==> src/rtl/button_debounce_if.sv <==
// Signal bundle between the raw push-button pin, its debouncer and the downstream consumers.
// No valid/ready handshake here: btn_raw is a free-running level and every output is a registered level or one-cycle strobe.
interface button_debounce_if;
  logic       btn_raw;
  logic       btn_clean;
  logic       press;
  logic       release_strobe;
  logic       long_press;
  logic [1:0] dbg_state;

  modport master (
    output btn_raw,
    input  btn_clean, press, release_strobe, long_press, dbg_state
  );

  modport slave (
    input  btn_raw,
    output btn_clean, press, release_strobe, long_press, dbg_state
  );
endinterface

==> src/rtl/button_debounce.sv <==
// Two-flop synchroniser plus stability-counter debounce for one push-button.
// Produces an active-low clean level and press/release/long-press strobes.
module button_debounce #(
  parameter int DEBOUNCE_CYCLES   = 270000,
  parameter int LONG_PRESS_CYCLES = 27000000,
  parameter int ACTIVE_LOW        = 1
) (
  input logic               clk,
  input logic               rst,
  button_debounce_if.slave  bus
);

  localparam int DW = $clog2(DEBOUNCE_CYCLES + 1);
  localparam int HW = $clog2(LONG_PRESS_CYCLES + 1);
  localparam logic           AL     = (ACTIVE_LOW != 0);
  localparam logic [DW-1:0]  D_LAST = DW'(DEBOUNCE_CYCLES - 1);
  localparam logic [HW-1:0]  H_LAST = HW'(LONG_PRESS_CYCLES - 1);
  localparam logic [HW-1:0]  H_MAX  = HW'(LONG_PRESS_CYCLES);

  typedef enum logic [1:0] {
    S_RELEASED = 2'd0,
    S_PRESSED  = 2'd1,
    S_HELD     = 2'd2
  } state_t;

  logic          sync1, sync2;
  logic          pressed_s;
  logic          accepted;
  logic [DW-1:0] deb_cnt;
  logic          mismatch, accept_fire, accept_press, accept_release;

  state_t        state, state_d;
  logic [HW-1:0] hold_cnt, hold_d;
  logic          clean_q, clean_d;
  logic          press_q, press_d;
  logic          rel_q, rel_d;
  logic          long_q, long_d;

  // Sync flops reset to the released pin level so a held button is seen as a new press.
  always_ff @(posedge clk or posedge rst) begin
    if (rst) begin
      sync1 <= AL;
      sync2 <= AL;
    end else begin
      sync1 <= bus.btn_raw;
      sync2 <= sync1;
    end
  end

  assign pressed_s      = sync2 ^ AL;
  assign mismatch       = (pressed_s != accepted);
  assign accept_fire    = mismatch && (deb_cnt == D_LAST);
  assign accept_press   = accept_fire && pressed_s;
  assign accept_release = accept_fire && !pressed_s;

  always_ff @(posedge clk or posedge rst) begin
    if (rst) begin
      accepted <= 1'b0;
      deb_cnt  <= '0;
    end else if (!mismatch) begin
      deb_cnt  <= '0;
    end else if (accept_fire) begin
      accepted <= pressed_s;
      deb_cnt  <= '0;
    end else begin
      deb_cnt  <= deb_cnt + 1'b1;
    end
  end

  always_ff @(posedge clk or posedge rst) begin
    if (rst) begin
      state    <= S_RELEASED;
      hold_cnt <= '0;
      clean_q  <= 1'b1;
      press_q  <= 1'b0;
      rel_q    <= 1'b0;
      long_q   <= 1'b0;
    end else begin
      state    <= state_d;
      hold_cnt <= hold_d;
      clean_q  <= clean_d;
      press_q  <= press_d;
      rel_q    <= rel_d;
      long_q   <= long_d;
    end
  end

  always_comb begin
    state_d = state;
    case (state)
      S_RELEASED: if (accept_press) state_d = S_PRESSED;
      S_PRESSED: begin
        if (accept_release)          state_d = S_RELEASED;
        else if (hold_cnt == H_LAST) state_d = S_HELD;
      end
      S_HELD:     if (accept_release) state_d = S_RELEASED;
      default:    state_d = S_RELEASED;
    endcase
  end

  // Release takes priority over a long-press that would fire on the same edge.
  always_comb begin
    hold_d  = hold_cnt;
    clean_d = clean_q;
    press_d = 1'b0;
    rel_d   = 1'b0;
    long_d  = 1'b0;
    case (state)
      S_RELEASED: begin
        if (accept_press) begin
          clean_d = 1'b0;
          press_d = 1'b1;
          hold_d  = '0;
        end
      end
      S_PRESSED: begin
        if (accept_release) begin
          clean_d = 1'b1;
          rel_d   = 1'b1;
        end else if (hold_cnt == H_LAST) begin
          long_d  = 1'b1;
        end else if (hold_cnt != H_MAX) begin
          hold_d  = hold_cnt + 1'b1;
        end
      end
      S_HELD: begin
        if (accept_release) begin
          clean_d = 1'b1;
          rel_d   = 1'b1;
        end
      end
      default: clean_d = 1'b1;
    endcase
  end

  assign bus.btn_clean      = clean_q;
  assign bus.press          = press_q;
  assign bus.release_strobe = rel_q;
  assign bus.long_press     = long_q;
  assign bus.dbg_state      = state;

endmodule
==> src/flat_wrapper.sv <==
// flat-port wrapper written by rule: the top's interface ports become plain ports
module button_debounce_flat 
#(
  parameter int DEBOUNCE_CYCLES   = 270000,
  parameter int LONG_PRESS_CYCLES = 27000000,
  parameter int ACTIVE_LOW        = 1
)
  (clk, rst, bus_btn_raw, bus_btn_clean, bus_press, bus_release_strobe, bus_long_press, bus_dbg_state);
  button_debounce_if bus_i ();
  input logic clk;
  input logic rst;
  input wire logic [$bits(bus_i.btn_raw)-1:0] bus_btn_raw;
  output wire logic [$bits(bus_i.btn_clean)-1:0] bus_btn_clean;
  output wire logic [$bits(bus_i.press)-1:0] bus_press;
  output wire logic [$bits(bus_i.release_strobe)-1:0] bus_release_strobe;
  output wire logic [$bits(bus_i.long_press)-1:0] bus_long_press;
  output wire logic [$bits(bus_i.dbg_state)-1:0] bus_dbg_state;
  assign bus_i.btn_raw = bus_btn_raw;
  assign bus_btn_clean = bus_i.btn_clean;
  assign bus_press = bus_i.press;
  assign bus_release_strobe = bus_i.release_strobe;
  assign bus_long_press = bus_i.long_press;
  assign bus_dbg_state = bus_i.dbg_state;
  button_debounce #(.DEBOUNCE_CYCLES(DEBOUNCE_CYCLES), .LONG_PRESS_CYCLES(LONG_PRESS_CYCLES), .ACTIVE_LOW(ACTIVE_LOW)) u_core (.clk(clk), .rst(rst), .bus(bus_i));
endmodule
==> config.mk <==
export PLATFORM = sky130hd
export DESIGN_NAME = button_debounce_flat
export DESIGN_NICKNAME = d
export VERILOG_FILES = /design/src/rtl/button_debounce_if.sv /design/src/rtl/button_debounce.sv /design/src/flat_wrapper.sv
export SDC_FILE = /design/constraint.sdc
export NUM_CORES = 1
export LEC_CHECK = 0
export CELL_PAD_IN_SITES_DETAIL_PLACEMENT = 0
export CELL_PAD_IN_SITES_GLOBAL_PLACEMENT = 1
export CORE_MARGIN = 8
export CORE_UTILIZATION = 40
export DETAILED_ROUTE_END_ITERATION = 6
export PLACE_DENSITY_LB_ADDON = 0.1
export SYNTH_ARGS = -nofsm -noshare
export SYNTH_HDL_FRONTEND = slang
export SYNTH_SLANG_ARGS = --single-unit
==> constraint.sdc <==
create_clock -name clk -period 3.15 [get_ports clk]
set_input_delay 0.63 -clock clk [delete_from_list [all_inputs] [get_ports clk]]
set_output_delay 0.63 -clock clk [all_outputs]
set_load 0.01 [all_outputs]
**After elaboration in Yosys (flattened, before gate mapping)**

Index checks and enable logic that the tools add are counted.
W data, S select, Z words.

- Register bits: 53
- Word-level logic and storage cells: 58

- Add/sub/neg operators: 2
- Equal/unequal tests: 13
- Muxes and demuxes: 22
- Bitwise gates (word level): 1
- Reduce and logical (&&, ||, !) cells: 10

Operators with widths:

| cell | count |
|---|---|
| $mux W25 | 4 |
| $pmux W25 S2 | 1 |
| $mux W19 | 2 |
| $add A25 B1 Y25 const B | 1 |
| $eq A25 B25 Y1 const B | 1 |
| $ne A25 B25 Y1 const B | 1 |
| $add A19 B1 Y19 const B | 1 |
| $eq A19 B19 Y1 const B | 1 |
| $mux W1 | 9 |
| $mux W2 | 4 |
| $ne A2 B1 Y1 const B | 4 |
| $pmux W2 S3 | 1 |
| $reduce_and A5 Y1 | 1 |
| $ne A2 B2 Y1 const B | 2 |
| $reduce_and A2 Y1 | 2 |
| $logic_and A1 B1 Y1 | 3 |
| $ne A3 B1 Y1 const B | 1 |
| $reduce_and A3 Y1 | 1 |
| $eq A2 B1 Y1 const B | 1 |
| $eq A2 B2 Y1 const B | 1 |
| $logic_not A2 Y1 | 1 |
| $pmux W1 S2 | 1 |
| $reduce_bool A2 Y1 | 1 |
| $reduce_or A2 Y1 | 1 |
| 2 further kinds | 2 |

**Depth between registers and ports, before layout**

Gate-level depths: netlist of run 1.

- Depth after elaboration: 6
- Gate-level depth with buffers: 9
- Depth with buffers taken out: 7

**Least setup slack after synthesis of run 1**

Ideal clock, no wire load.

- Kind: register to register
- Start point: reg u_core.deb_cnt[15]
- End point: reg u_core.hold_cnt[3]
- Library setup time: 0.082 ns
- Data arrival time: 2.441 ns
- Required time: 3.068 ns
- Setup slack: 0.627 ns
- Cell stages (with the launch flop): 9
- Clock period less this slack: 2.523 ns
- Cells stage by stage: dfrtp_1 > or4b_1 > or4_4 > or3_4 > and2_4 > buf_6 > buf_8 > a21o_1 > a31oi_1

- Longest elaborated chain between the ends: 5

RTL lines:

| item | RTL line | RTL |
|---|---|---|
| start: declaration | button_debounce.sv:29 | `logic [DW-1:0] deb_cnt;` |
| start signal: assignment | button_debounce.sv:66 | `deb_cnt <= deb_cnt + 1'b1;` |
| $eq A19 B19 Y1 (*) | button_debounce.sv:52 | `assign accept_fire = mismatch && (deb_cnt == D_LAST);` |
| $logic_and A1 B1 Y1 (*) | button_debounce.sv:52 |  |
| $logic_and A1 B1 Y1 (on tied branches) | button_debounce.sv:54, button_debounce.sv:53 |  |
| $ne A2 B2 Y1 (no source line) or $ne A2 B1 Y1 (tied branches) | -- |  |
| $reduce_and A5 Y1 (no source line) (*) | -- |  |
| end signal: assignment | button_debounce.sv:80 | `hold_cnt <= hold_d;` |
| end: declaration | button_debounce.sv:33 | `logic [HW-1:0] hold_cnt, hold_d;` |

Mark *: on every way between the ends. The rest lies on a longest branch, timed or not.
A chain may end at the register's enable or synchronous reset.

**Worst setup path after layout of run 1**

- Start point: reg u_core.deb_cnt[15]
- End point: reg u_core.hold_cnt[20]

Same word-level chain as after synthesis.

==> results.txt, run 1 <==
- Remaining global-route overflow: 0
- Wires add up to 7120 um.
- Final cycle utilization of the critical path: 88.7%
- Of the cells placed in the final design, the portion with a size suffix greater than 1 is 11.1%.
- STA puts the critical path data required time at 3.36 ns.
- Max-cap violation count: 0
* Initial antenna violation count: 0
* Core area: 0.00757 mm2
- The run finished with clean final reports.
* Post-route clock skew: 0.0126 ns
- Starting utilization of the core area: 40.6%
- In the final routed layout, each cell accounts on average for 16.0 um.
- For this run, asynchronously set or reset flops after synthesis account for 100%.
- Setup repair after global routing left no endpoint under its margin.
- The congestion estimate from routability-driven global placement came to 0.785.
- Sort of element at the start of the critical path: flop
- The floorplan has 32 rows.
* Total iterations of the first detailed-routing run: 4
- Final standard cell utilization of the core: 44.4%
* Leakage power total: 1.33 nW
* Number of ports placed on the die boundary: 9
- DRT iter0 DRCs: 93
- Width of the die: 104 um
* Total number of vias: 2505
- Fin. Hold Viols: 0
- Worst EP arrival: 3.00 ns
- Final HPWL DP: 5180 um
- Ys flop type: sky130_fd_sc_hd__dfrtp_1
- 0 antenna diodes ended up in the layout.
- Transition at the pin with the smallest max-transition slack: 0.612 ns
- In the final design database the tool counted 351 nets.
* Minimum clock period after layout: 2.80 ns
- DRC Markers: 0
* Routed Antenna Nets: 0
- Post-CTS repair changed the size of 0 cells.
- The number of nets in the synthesized netlist is 341.
- The worst setup path is captured at a flop.
- In the global route stage, overall resource usage came out at 13.9%.
* Max Transition Viols Final: 0
* Dominant cell by count in the synthesized netlist: sky130_fd_sc_hd__dfrtp_1
- CTS max path bufs: 2
- Derived from the worst setup path, the maximum achievable clock frequency is 358 MHz.
- Area growth from synthesis to layout: 9.32%
- Overall die height: 104 um
- After synthesis, the mean cell area works out to 9.26 um2.
- Worst vdd rail ir drop: 0.000194 V
- CTS tree: built
- Tracing the worst setup path back leads to its startpoint at u_core.deb_cnt[15]$_DFF_PP0_.
- The number of setup buffers added after CTS is 0.
- In this run the power density over the cells is 331 mW/mm2.
- Vias in the first global route: 2544
- Buffer type at the clock tree root: sky130_fd_sc_hd__clkbuf_8
- Die outline area: 0.0107 mm2
* Source-to-sink clock delay at the later pin of the worst-skew pair: 0.31 ns
* Number of instances in the synthesized netlist: 332
- The min-delay analysis places its worst path in the category reg2reg.
- On the final layout, the worst hold slack is 0.360 ns.
- The worst hold path begins at u_core.sync1$_DFF_PP1_.
* Remaining max-slew budget at the tightest pin: 59.2%
* Via count normalized by instance count: 5.63
- Setup TNS Final: 0 ns
- The setup path with the least slack is of type reg2reg.
* Clock H-tree levels: 2
* Register area share after synthesis: 43.3%
* Chain of cells forming the critical path: or4b_1 > or4_4 > o31ai_4 > and2_4 > o21ai_2 > a221o_1
- In this run, distinct cell masters in the synthesized netlist total 59.
- Post-DP Area: 0.00327 mm2
* Max stage delay on crit path: 0.53 ns
* Reg-to-reg startpoint: u_core.deb_cnt[15]$_DFF_PP0_
* Clock edge transition at the registers on the reported setup and hold paths: 0.11 ns
* Number of warnings printed during yosys synthesis: 0
- The slowest stage of the critical path belongs to the cell sky130_fd_sc_hd__or4b_1.
* Clock buffers created by TritonCTS: 5
* Post-synth design cell area: 0.00307 mm2
* Number of buffer cells added on primary ports: 8
- Clock sinks: 53
* Wire length of the first global-routing pass: 12600 um
- #FFs+latches synth: 53
* Max FO, Critical Path: 27
* Hold-fix buffers, CTS: 0
- Largest area contributor in the synthesized netlist: sky130_fd_sc_hd__dfrtp_1
- Yosys top cell area share: 40.7%
- Setup violations remaining at the end of the flow were counted as 0.
* Count of flip-flops with a built-in enable after synthesis: 0
- Entering global routing, the biggest net connects 29 pins.
- Cells taking the most area after synthesis: sky130_fd_sc_hd__dfrtp_1 41%, sky130_fd_sc_hd__a31oi_1 5.1%, sky130_fd_sc_hd__nor2_1 5.0%, sky130_fd_sc_hd__xnor2_1 3.4%, sky130_fd_sc_hd__nand3_1 3.1%
* Finished layout cell area: 0.00336 mm2
- Cell types with the highest counts after synthesis: 50 x sky130_fd_sc_hd__dfrtp_1, 41 x sky130_fd_sc_hd__nor2_1, 25 x sky130_fd_sc_hd__a31oi_1
==> logic make-up after synthesis <==
kind of cell	after synthesis	synth area share [%]
AND/OR/NAND/NOR	142	24.9
buffers and inverters	35	5.25
multiplexers	3	0.977
XOR/XNOR	19	5.41
flip-flops	53	43.3
AO/OA/AOI/OAI	74	17.7
adder cells (fa/ha/maj)	6	2.44
==> layout by cell type (no fill, tap or decap), types with 2 or more instances in the layout <==
master / instances
sky130_fd_sc_hd__a22o_1: 2
sky130_fd_sc_hd__xor2_1: 7
sky130_fd_sc_hd__nand4b_1: 2
sky130_fd_sc_hd__nor4_1: 5
sky130_fd_sc_hd__a211o_1: 2
sky130_fd_sc_hd__a41oi_1: 3
sky130_fd_sc_hd__or4_1: 3
sky130_fd_sc_hd__a41o_1: 2
sky130_fd_sc_hd__and4bb_2: 2
sky130_fd_sc_hd__mux2i_1: 3
sky130_fd_sc_hd__a31oi_1: 25
sky130_fd_sc_hd__nor4b_1: 3
sky130_fd_sc_hd__nand2b_1: 2
sky130_fd_sc_hd__and2_1: 4
sky130_fd_sc_hd__o31ai_1: 3
sky130_fd_sc_hd__nor2_1: 41
sky130_fd_sc_hd__dfstp_2: 3
sky130_fd_sc_hd__nand4_1: 14
sky130_fd_sc_hd__nand3_1: 19
sky130_fd_sc_hd__a31o_2: 5
sky130_fd_sc_hd__a21o_1: 5
sky130_fd_sc_hd__o21ai_0: 7
sky130_fd_sc_hd__clkdlybuf4s50_1: 8
sky130_fd_sc_hd__buf_4: 11
sky130_fd_sc_hd__dfrtp_1: 50
sky130_fd_sc_hd__and3_1: 8
sky130_fd_sc_hd__ha_1: 6
sky130_fd_sc_hd__nor3_1: 8
sky130_fd_sc_hd__clkbuf_8: 5
sky130_fd_sc_hd__a21oi_1: 7
sky130_fd_sc_hd__nand2_1: 17
sky130_fd_sc_hd__xnor2_1: 12
sky130_fd_sc_hd__a221oi_1: 2
sky130_fd_sc_hd__a221o_1: 2
sky130_fd_sc_hd__inv_1: 17
sky130_fd_sc_hd__or3_1: 3
==> sequential cells by signal, summed over array words and instances (netlist names) <==
register and cells:
u_core.hold_cnt 25, u_core.deb_cnt 19, u_core.bus.dbg_state 2, u_core.accepted 1
u_core.bus.btn_clean 1, u_core.bus.long_press 1, u_core.bus.press 1, u_core.bus.release_strobe 1
u_core.sync1 1, u_core.sync2 1
==> critical path, delay by kind of cell (launching register included) <==
kind,cells,cell delay (ns)
AOI/OAI and AO/OA,3,0.86
DFF,1,0.43
and+or+nand+nor,3,1.40
==> report_power, final <==
part	total, mW	internal [mW]	switching, mW	leakage, nW
clock	0.394	0.159	0.234	0.0456
combinational	0.0293	0.00794	0.0213	0.560
sequential	0.690	0.685	0.00470	0.728
==> per-stage QoR <==
step                      setup WS (ns)  instances  total power, mW
after floorplan                   0.627        332            0.723
final                             0.355        445             1.11
after global placement            0.401        437            0.734
after detailed placement          0.357        437            0.734
after global routing              0.225        445             1.17
after CTS                         0.339        445             1.14
==> layer usage <==
metal	wire length (um)	up-vias	global-route usage, %
met3	182	8	2.23
met2	3310	34	22.5
li1	-	1247	-
met1	3540	1216	18.6
met5	0	-	0
met4	85	0	3.83
==> final timing paths <==
check	endpoint	slack, ns	cells past startpoint
max	u_core.hold_cnt[20]$_DFFE_PP0P_	0.35	6
min	u_core.sync2$_DFF_PP1_	0.36	0
max reg2reg	u_core.hold_cnt[20]$_DFFE_PP0P_	0.35	6
min reg2reg	u_core.sync2$_DFF_PP1_	0.36	0
max in group asynchronous	u_core.deb_cnt[1]$_DFF_PP0_	1.81	3
min in group asynchronous	u_core.deb_cnt[18]$_DFF_PP0_	0.71	2
==> cell type report <==
type | instances | area (um2)
Inverter | 19 | 71.3
Sequential cell | 53 | 1330
Tap cell | 102 | 128
Timing Repair Buffer | 19 | 163
Clock inverter | 2 | 13.8
Clock buffer | 6 | 72.6
Multi-Input combinational cell | 244 | 1580
Fill cell | 769 | 4210
Note: power is estimated with default switching activity, not from simulation.
==> run 2, diff against run 1 <==
--- a/config.mk
+++ b/config.mk
@@ -10,6 +10,7 @@
 export CORE_MARGIN = 8
 export CORE_UTILIZATION = 40
 export DETAILED_ROUTE_END_ITERATION = 6
+export GPL_TIMING_DRIVEN = 1
 export PLACE_DENSITY_LB_ADDON = 0.1
 export SYNTH_ARGS = -nofsm -noshare
 export SYNTH_HDL_FRONTEND = slang
==> results of run 2 <==
Same layout as run 1: the final DEF is identical, and so are final timing and power.
==> run 3, diff against run 2 <==
--- a/config.mk
+++ b/config.mk
@@ -11,6 +11,7 @@
 export CORE_UTILIZATION = 40
 export DETAILED_ROUTE_END_ITERATION = 6
 export GPL_TIMING_DRIVEN = 1
+export HOLD_SLACK_MARGIN = 0.02
 export PLACE_DENSITY_LB_ADDON = 0.1
 export SYNTH_ARGS = -nofsm -noshare
 export SYNTH_HDL_FRONTEND = slang
==> results of run 3 <==
Same layout as run 1: the final DEF is identical, and so are final timing and power.
